$ cat src/rtl/regfile_pkg.sv
// Shared types and default sizes for the multi-port register file.
package regfile_pkg;

    typedef enum logic {
        RF_INIT = 1'b0,
        RF_RUN  = 1'b1
    } rf_state_e;

    localparam int RF_XLEN_DEF  = 32;
    localparam int RF_NREGS_DEF = 32;
    localparam int RF_NREAD_DEF = 2;

endpackage

$ cat src/rtl/regfile_scoreboard.sv
// One busy bit per register: set by claim, cleared by a committed write, with NREAD lookups.
module regfile_scoreboard
    import regfile_pkg::*;
#(
    parameter  int NREGS = RF_NREGS_DEF,
    parameter  int NREAD = RF_NREAD_DEF,
    localparam int AW    = $clog2(NREGS)
) (
    input  logic                  clk,
    input  logic                  rst_n,
    input  logic                  set_en,
    input  logic [AW-1:0]         set_addr,
    input  logic                  clr_en,
    input  logic [AW-1:0]         clr_addr,
    input  logic [NREAD*AW-1:0]   lk_addr,
    output logic [NREAD-1:0]      lk_busy
);

    logic [NREGS-1:0] busy_q;
    logic [NREGS-1:0] busy_d;

    // Set is applied after clear so a same-cycle claim outlives the write.
    always_comb begin
        busy_d = busy_q;
        if (clr_en) busy_d[clr_addr] = 1'b0;
        if (set_en) busy_d[set_addr] = 1'b1;
    end

    always_ff @(posedge clk or negedge rst_n) begin
        if (!rst_n) busy_q <= '0;
        else        busy_q <= busy_d;
    end

    for (genvar i = 0; i < NREAD; i++) begin : g_lk
        assign lk_busy[i] = busy_q[lk_addr[i*AW +: AW]];
    end

endmodule

$ cat src/rtl/regfile_mp.sv
// Multi-read-port register file with zeroing sweep after reset and a busy-bit scoreboard.
// Optional write-through to the read ports when REGFILE_BYPASS_EN is defined.
//
// state   | meaning
// RF_INIT | sweeping zeros into every register, one per cycle; ready = 0
// RF_RUN  | normal operation; ready = 1 until the next reset
module regfile_mp
    import regfile_pkg::*;
#(
    parameter  int XLEN     = RF_XLEN_DEF,
    parameter  int NREGS    = RF_NREGS_DEF,
    parameter  int NREAD    = RF_NREAD_DEF,
    parameter  int ZERO_REG = 1,
    localparam int AW       = $clog2(NREGS)
) (
    input  logic                    clk,
    input  logic                    rst_n,
    input  logic                    en,
    output logic                    ready,
    input  logic [NREAD*AW-1:0]     rd_addr,
    output logic [NREAD*XLEN-1:0]   rd_data,
    output logic [NREAD-1:0]        rd_busy,
    input  logic                    we,
    input  logic [AW-1:0]           wr_addr,
    input  logic [XLEN-1:0]         wr_data,
    input  logic                    claim,
    input  logic [AW-1:0]           claim_addr
);

    rf_state_e         state_q, state_d;
    logic [AW-1:0]     idx_q, idx_d;
    logic              active;
    logic              wr_commit;
    logic              claim_ok;
    logic              mem_we;
    logic [AW-1:0]     mem_addr;
    logic [XLEN-1:0]   mem_wdata;
    logic [NREAD-1:0]  sb_busy;
    logic [XLEN-1:0]   mem [NREGS];

    assign ready     = (state_q == RF_RUN);
    assign active    = ready & en;
    assign wr_commit = active & we & ~((ZERO_REG != 0) && (wr_addr == '0));
    assign claim_ok  = active & claim & ~((ZERO_REG != 0) && (claim_addr == '0));

    always_ff @(posedge clk or negedge rst_n) begin
        if (!rst_n) begin
            state_q <= RF_INIT;
            idx_q   <= '0;
        end else begin
            state_q <= state_d;
            idx_q   <= idx_d;
        end
    end

    // The sweep and normal writes share one storage port so it maps onto a RAM.
    always_comb begin
        state_d   = state_q;
        idx_d     = idx_q;
        mem_we    = 1'b0;
        mem_addr  = wr_addr;
        mem_wdata = wr_data;
        case (state_q)
            RF_INIT: begin
                mem_we    = 1'b1;
                mem_addr  = idx_q;
                mem_wdata = '0;
                idx_d     = idx_q + 1'b1;
                if (idx_q == AW'(NREGS - 1)) state_d = RF_RUN;
            end
            RF_RUN: begin
                mem_we = wr_commit;
            end
            default: state_d = RF_INIT;
        endcase
    end

    always_ff @(posedge clk) begin
        if (mem_we) mem[mem_addr] <= mem_wdata;
    end

    regfile_scoreboard #(
        .NREGS (NREGS),
        .NREAD (NREAD)
    ) u_scoreboard (
        .clk      (clk),
        .rst_n    (rst_n),
        .set_en   (claim_ok),
        .set_addr (claim_addr),
        .clr_en   (wr_commit),
        .clr_addr (wr_addr),
        .lk_addr  (rd_addr),
        .lk_busy  (sb_busy)
    );

    for (genvar i = 0; i < NREAD; i++) begin : g_rd
        logic [AW-1:0]   addr;
        logic            zero_hit;
        logic [XLEN-1:0] stored;

        assign addr     = rd_addr[i*AW +: AW];
        assign zero_hit = (ZERO_REG != 0) && (addr == '0);
        assign stored   = mem[addr];

`ifdef REGFILE_BYPASS_EN
        logic byp;
        assign byp = wr_commit && (wr_addr == addr);

        // A forwarded write is about to clear the bit, unless a same-cycle claim re-sets it.
        assign rd_data[i*XLEN +: XLEN] = (!active || zero_hit) ? '0 :
                                         (byp ? wr_data : stored);
        assign rd_busy[i] = active && !zero_hit &&
                            (byp ? (claim_ok && (claim_addr == addr)) : sb_busy[i]);
`else
        assign rd_data[i*XLEN +: XLEN] = (!active || zero_hit) ? '0 : stored;
        assign rd_busy[i] = active && !zero_hit && sb_busy[i];
`endif
    end

endmodule

$ cat config.mk
export PLATFORM = sky130hd
export DESIGN_NAME = regfile_mp
export DESIGN_NICKNAME = d
export VERILOG_FILES = /design/src/rtl/regfile_pkg.sv /design/src/rtl/regfile_scoreboard.sv /design/src/rtl/regfile_mp.sv
export SDC_FILE = /design/constraint.sdc
export NUM_CORES = 1
export LEC_CHECK = 0
export BUFFER_PORTS_ARGS = -buffer_cell sky130_fd_sc_hd__buf_2
export CAP_MARGIN = 20
export CORE_ASPECT_RATIO = 0.75
export CORE_MARGIN = 10
export CORE_UTILIZATION = 30
export DETAILED_ROUTE_END_ITERATION = 12
export GPL_TIMING_DRIVEN = 0
export HOLD_SLACK_MARGIN = 0.08
export PLACE_DENSITY = 0.46
export SYNTH_ARGS = -nofsm -noshare
export SYNTH_HDL_FRONTEND = slang
export SYNTH_SLANG_ARGS = --single-unit
$ cat constraint.sdc
create_clock -name clk -period 2.8 [get_ports clk]
set_input_delay 0.14 -clock clk [delete_from_list [all_inputs] [get_ports clk]]
set_output_delay 0.14 -clock clk [all_outputs]
set_load 0.03 [all_outputs]
# Word level (Yosys, flattened, before mapping)
# Memory sizes are Yosys's and may differ from the RTL's.
# Cells that the tools add are included.
# word_totals
register_bits	38
memories	1
mem_bits_rw	1024
out_inout_bits	67
# memory_table
name	depth	width	read_ports	rd_ports_with_merged_regs	wr	line	rtl
mem	32	32	2	0	1	regfile_mp.sv:39	logic [XLEN-1:0] mem [NREGS];
# classes
bitwise	11
n_reduce_logical	15
order_cmp	6
n_addsub	1
eq_ne	1
n_mux	19
# ops
operator	n
$mux 32	5
$and 32x32->32	1
$not 32->32	1
$or 32x32->32	1
$lt 5x6->1 const B	4
$logic_not 5->1	4
$bmux 1 s5	2
$demux 1 s5	2
$ge 5x1->1 const B	2
$mux 1	8
$logic_and 1x1->1	6
$add 5x1->5 const B	1
$and 1x1->1	5
$eq 5x5->1 const B	1
$mux 5	1
$logic_not 1->1	3
$not 1->1	3
$logic_or 1x1->1	2
$pmux 1 s2	1

# Depth between registers and ports, before layout
# Gate-level depths: netlist (run 1).
# depth
depth_word	9
depth_mapped	8
ltp_nobuf	4

# Modules after synthesis
# A second synthesis (run 1) with hierarchy kept.
# unflattened
hier_cells	2940
area_unflattened_um2	50025.5
# modules_own_cells
mod	instances	area_per_inst_um2	cells_each	seq_area_each_um2
regfile_mp	1	48072.4	2732	30899.6
regfile_scoreboard	1	1953.1	208	800.8

# Worst setup path after synthesis (run 1)
# No wires, ideal clock.
# synth_timing
kind	reg2reg
startpoint	reg state_q, in the netlist ready
endpoint	mem mem[10][0] (netlist name), enable pin
arrival_time_ps	2940
setup_slack_ps	-562
n_path_buf	3
period_less_slack_ps	3362
t_required_ps	2379
stages_incl_launch_ff	7
cell_sequence	dfrtp_1 > clkbuf_2 > buf_2 > buf_1 > a21oi_1 > o21bai_1 > nor2_1
# synth_between
elab_chain_cells	6
# synth_lines
element	line	rtl
start: declaration	regfile_mp.sv:30	rf_state_e state_q, state_d;
start signal: assignment	regfile_mp.sv:51	state_q <= state_d;
$and 1x1->1	regfile_mp.sv:42	assign active = ready & en;
$and 1x1->1 (2 in a row)	regfile_mp.sv:43	assign wr_commit = active & we & ~((ZERO_REG != 0) && (wr_addr == '0));
$pmux 1 s2	regfile_mp.sv:63	case (state_q)
$mux 1	regfile_mp.sv:79	if (mem_we) mem[mem_addr] <= mem_wdata;
$mux 1 (not written as such)	regfile_mp.sv:79	
end: declaration	regfile_mp.sv:39	
# Several ways; a longest one is shown, not always the timed one.

# Worst setup path after layout (run 1)
# layout_timing
startpoint	in rd_addr[0]
endpoint	out rd_data[18]
# layout_between
elab_chain_cells	3
# layout_lines
element	line	rtl
start: declaration	regfile_mp.sv:20	input logic [NREAD*AW-1:0] rd_addr,
branches (longest 2 deep; another with $mem_v2 32x32)	n/a	
$mux 32 (*)	regfile_mp.sv:115	assign rd_data[i*XLEN +: XLEN] = (!active || zero_hit) ? '0 : stored;
end: declaration	regfile_mp.sv:21	output logic [NREAD*XLEN-1:0] rd_data,
# Every way passes the cells marked *.

==> flow_summary.toml, run 1 <==
[global_routing]
grt_overflow = 0
grt_pass1_wl_um = 288400
grt_pass1_vias = 34020
use_met2 = 0.3326
grt_max_degree = 39
grtUsageMet3 = 0.04155
global_route.usage.met1 = 0.3244
track_usage = 0.2214
gr-max-usage-layer = "met2"
antenna_found_initial = 8

[place]
place_area_um2 = 55870
gp_congestion = 0.8432
place_ws_ps = -1076
dpl.hpwl_um = 148800
dp_cells = 5728
portBuffers = 120

[yosys]
syn_area_um2 = 50690
synth-seq-cells = 1062
netlist.top_cell.by_area = "edfxtp_1"
synth_ff_type = "edfxtp_1"
synthArstFlopShare = 0.03578
synthesis.nets = 3342
ys_warn_count = 0
ys_types = 42
syn_area_per_cell_um2 = 15.44
synth-seq-area-share = 0.6254
synth_cells = 3283
yosysTopAreaCellShare = 0.6066
synth_edf_count = 1024
synthTopCellsByArea = "edfxtp_1 (61%), mux2i_1 (16%), a22oi_1 (5.9%)"

[worst_setup_path]
worst-setup-path-type = "input pin to output pin"
cp.required_ps = 2660
worst-path-max-fanout = 10
ff2ff_path_depth = 6
end_kind = "output pin"
arrival_ps = 2720
start_kind = "input pin"

[floorplanning]
die_h_um = 376.0
floorplan.initialDensity = 0.3023
die_w_um = 494.7
rows = 130
ioPinCount = 124
coreArea_um2 = 167700
die_area_um2 = 186000

[timing]
setup_slack_ps = -60.54
slew_headroom = 0.1845
hold_viol = 0
min_period_over_period = 1.022
worst_slew_pin_slew_ps = 1223
maxSlewViolCount = 0
fin_skew_ps = 28.90
layout_min_cycle_time_ps = 2861
max_freq_mhz = 349.6
setup_tns_ps = -82.03
setup_viol = 3
rsz0062_at_grt = "yes"
worst_hold_slack_ps = 77.64

[route]
wl_um = 215000
ant_nets = 0
drt_pass1_iterations = 5
drcViolationCount = 0
drt_iter0_drc = 4661
wire_per_inst_um = 35.45
via_per_inst = 5.717
via_count = 34680

[cts]
htreeDepth = 3
clk_pin_slew_ps = 60
cts_tree = "yes"
cts_made_buffers = 110
cts_sinks = 1062
cts_buffer_depth = 3
root_buffer = "clkbuf_16"
clkLatencyLatePin_ps = 760

[worst_hold_path]
hp-class = "input pin to asynchronous set/reset pin"

[finish]
fin_area_um2 = 63050
drive_gt1_frac = 0.2628
post-route-util = 0.3760
fin_cells = 6066
syn2layout_area_growth_pct = 24.37
nNetsFinal = 3790
mostFrequentLayoutCells = "edfxtp_1 (1024), mux2i_1 (792), a22oi_1 (396)"
final_common_cell = "edfxtp_1"

[outcome]
violations = "negative setup slack"
outcome = "finished with violations"

[power]
leakage_nw = 22.34
total_power_mw = 36.68
max-vdd-ir-drop_mv = 0.4774
power_per_cell_area_nw_per_um2 = 581.8

[job]
drv_cap = 0
final timing paths:
path,from,to,slack (ps)
hold reg to reg,u_scoreboard.busy_q[0]$_DFF_PN0_,u_scoreboard.busy_q[0]$_DFF_PN0_,490
min in group clk,wr_data[12],mem[10][12]$_DFFE_PP_,90
max in group asynchronous,rst_n,u_scoreboard.busy_q[28]$_DFF_PN0_,2160
setup reg to reg,ready$_DFF_PN0_,mem[1][16]$_DFFE_PP_,90
setup / recovery,rd_addr[0],rd_data[18],-60
hold / removal,rst_n,idx_q[1]$_DFFE_PN0N_,80
critical path: stages:
cell,delay (ps)
buf_2,160
nor2b_1,150
buf_1,540
clkbuf_1,820
a22oi_1,220
nand3_2,130
nand4_1,280
buf_6,250
metal layers:
metal / up-vias / routed length, um / share of wire
met5: - / 41 / 0.00019
met3: 330 / 18100 / 0.084
met1: 18360 / 97310 / 0.45
li1: 14250 / - / -
met4: 6 / 6446 / 0.030
met2: 1738 / 93120 / 0.43
cell type report:
type,count,area (um2)
clock buffer,139,2968
fill,15620,104700
multi-input combinational,1961,18530
buffer,250,1957
sequential,1062,31700
tap,2244,2808
timing repair buffer,337,4447
inverter,9,33.78
antenna,2,5.005
clock inverter,62,594.3
cells by family after synthesis:
group,Yosys count,synth area share
flops,1062,0.6254
compound gates,471,0.06696
simple gates,493,0.04902
fa+ha+maj,2,0.0004936
xor+xnor,3,0.0005184
mux,992,0.2301
buf+inv,260,0.02750
registers in the layout (all words and copies together), names as in the netlist:
signal,count
mem,1024
u_scoreboard.busy_q,32
idx_q,5
ready,1
synthesized netlist by cell type, types with 3 or more instances:
master       n
nand2b_1     5
nor2b_1     14
dfrtp_1     38
nand4_1     66
a21oi_1      5
nor2_1      52
o22ai_1      4
buf_1       14
a22oi_1    396
mux2_2      68
buf_4       49
edfxtp_1  1024
nand2_1     86
nor3_1       7
clkbuf_1   107
mux2i_1    792
and3_1       5
nand3_1    211
mux4_2     132
xnor2_1      3
o21ai_0     52
nand3b_1     3
and2_1      36
buf_12       8
buf_2       70
inv_1        9
o41ai_1      3
report_power, final:
group / internal, mW / switching (mW)
Sequential: 17.5 / 0.0479
Clock: 8.47 / 6.53
Combinational: 1.48 / 2.68
repair_timing:
action                     4_1_cts  5_1_grt
pin swaps                       82       44
buffers inserted                65       12
gates cloned                     3        4
setup endpoints to repair     1505      198
hold buffers                    30       12
hold endpoints to repair       134      171
gates resized for setup        405       84
Power figures use the tool's default switching activity.
==> inputs of run 2 (changes only) <==
--- a/config.mk
+++ b/config.mk
@@ -13,7 +13,7 @@
 export DETAILED_ROUTE_END_ITERATION = 12
 export GPL_TIMING_DRIVEN = 0
 export HOLD_SLACK_MARGIN = 0.08
-export PLACE_DENSITY = 0.46
+export PLACE_DENSITY = 0.5
 export SYNTH_ARGS = -nofsm -noshare
 export SYNTH_HDL_FRONTEND = slang
 export SYNTH_SLANG_ARGS = --single-unit
==> flow_summary.toml, run 2 (synthesized netlist as in run 1, its figures left out) <==
[finish]
largestRegisters = "mem x1024, u_scoreboard.busy_q x32, idx_q x5"
largest_register_ffs = 1024
top_register = "mem"
mostFrequentLayoutCells = "edfxtp_1 (1024), mux2i_1 (792), a22oi_1 (396)"
syn2layout_area_growth_pct = 23.57
final_common_cell = "edfxtp_1"
antenna_cells = 0
drive_gt1_frac = 0.2602
nNetsFinal = 3779
fillerInstances = 15770

[timing]
worst_hold_slack_ps = 89.73
rsz0062_at_grt = "yes"
slew_headroom = 0.2103
setup_viol = 29
layout_min_cycle_time_ps = 2919
fin_skew_ps = 36.19
worst_slew_pin_slew_ps = 1185
maxSlewViolCount = 0
max_freq_mhz = 342.6
min_period_over_period = 1.042
setup_slack_ps = -118.5
hold_viol = 0

[place]
portBuffers = 120
gp_congestion = 0.8468
dpl.hpwl_um = 146000

[route]
via_per_inst = 5.812
via_count = 35200
drt_pass1_iterations = 6
ant_nets = 0
wl_um = 212900
drcViolationCount = 0
wire_per_inst_um = 35.15
drt_iter0_drc = 4918

[worst_setup_path]
arrival_ps = 2780
cp.required_ps = 2660
worst-setup-path-type = "input pin to output pin"
end_kind = "output pin"
start_kind = "input pin"
worst-path-max-fanout = 10

[power]
max-vdd-ir-drop_mv = 0.4982
total_power_mw = 36.07
leakage_nw = 22.13
power_per_cell_area_nw_per_um2 = 575.8

[cts]
clk_pin_slew_ps = 60
htreeDepth = 3
clkLatencyLatePin_ps = 750
cts_tree = "yes"
cts_sinks = 1062
root_buffer = "clkbuf_16"
cts_made_buffers = 108
cts_buffer_depth = 3

[worst_hold_path]
hp-class = "input pin to flop"

[floorplanning]
ioPinCount = 124
die_w_um = 494.7
die_h_um = 376.0
coreArea_um2 = 167700
rows = 130
die_area_um2 = 186000
floorplan.initialDensity = 0.3023

[global_routing]
track_usage = 0.2182
grt_pass1_vias = 34120
grt_overflow = 0
antenna_found_initial = 3
grt_pass1_wl_um = 284500
grt_max_degree = 39

[outcome]
outcome = "finished with violations"
violations = "negative setup slack"

[job]
drv_cap = 0
-- run 2: cell count changes in the layout (fill, tap and decap cells not counted), moves of 6 or more --
cell / change
nand3_1: -13
nand3_2: +17
clkbuf_2: -7
clkbuf_8: +6
buf_16: -10
buf_6: +8
nand2_1: +16
nand2_2: -13
-- run 2: area by class of cell --
| type | instances | area, um2 | area share |
|---|---|---|---|
| Buffer | 247 | 1843 | 0.02942 |
| Clock buffer | 133 | 2880 | 0.04598 |
| Clock inverter | 70 | 536.8 | 0.008569 |
| Inverter | 9 | 33.78 | 0.0005393 |
| Multi-Input combinational cell | 1961 | 18510 | 0.2954 |
| Sequential cell | 1062 | 31700 | 0.5061 |
| Tap cell | 2244 | 2808 | 0.04482 |
| Timing Repair Buffer | 331 | 4330 | 0.06913 |
-- run 2: metrics by stage --
step	area, um2	TNS [ps]	std cells	utilization	setup WS, ps
after global placement	54180	-3102610	5647	0.3231	-3778
after global routing	62640	-4164	6057	0.3735	-153.1
after detailed placement	55700	-799680	5719	0.3321	-1080
after CTS	61740	-5006	6020	0.3681	-252.1
final	62640	-1427	6057	0.3735	-118.5
after floorplan	50770	-233930	3283	-	-467.3
-- run 2: power by group --
group | internal (mW) | leakage [nW] | total (mW) | switching, mW
clock network | 7.86 | 1.67 | 14.4 | 6.55
registers | 17.5 | 9.71 | 17.5 | 0.0449
logic | 1.46 | 10.8 | 4.14 | 2.68
-- run 2: worst paths after layout --
check | start | endpoint | slack [ps] | depth (start not counted)
min in group asynchronous | rst_n | u_scoreboard.busy_q[4]$_DFF_PN0_ | 120 | 2
worst max-delay path | rd_addr[0] | rd_data[5] | -120 | 8
max in group asynchronous | rst_n | ready$_DFF_PN0_ | 2010 | 2
worst min register to register | u_scoreboard.busy_q[0]$_DFF_PN0_ | u_scoreboard.busy_q[0]$_DFF_PN0_ | 510 | 1
worst max register to register | ready$_DFF_PN0_ | mem[22][10]$_DFFE_PP_ | 100 | 5
worst min-delay path | wr_data[11] | mem[22][11]$_DFFE_PP_ | 90 | 2
-- run 2: critical path, stage by stage --
cell             delay (ps)
buf_2                   140
buf_2                   380
nor2b_1                 310
clkdlybuf4s15_1         820
a22oi_1                 220
nand3_2                 200
nand4_1                 290
buf_6                   250
-- run 2: metal layers --
metal	wire, um	track usage	part of all wire	up-vias
met1	95580	0.3199	0.45	18630
met4	7367	0.06973	0.035	2
li1	-	-	-	14230
met2	89940	0.3169	0.42	1994
met5	11	0	0.000052	-
met3	19990	0.04958	0.094	343
-- run 2: repair_timing --
item	4_1_cts	5_1_grt
gates resized for setup	382	95
pin swaps	82	51
hold endpoints to repair	113	117
hold buffers	29	11
endpoints found under the setup margin	1645	344
setup buffers	65	14
gates cloned	4	5
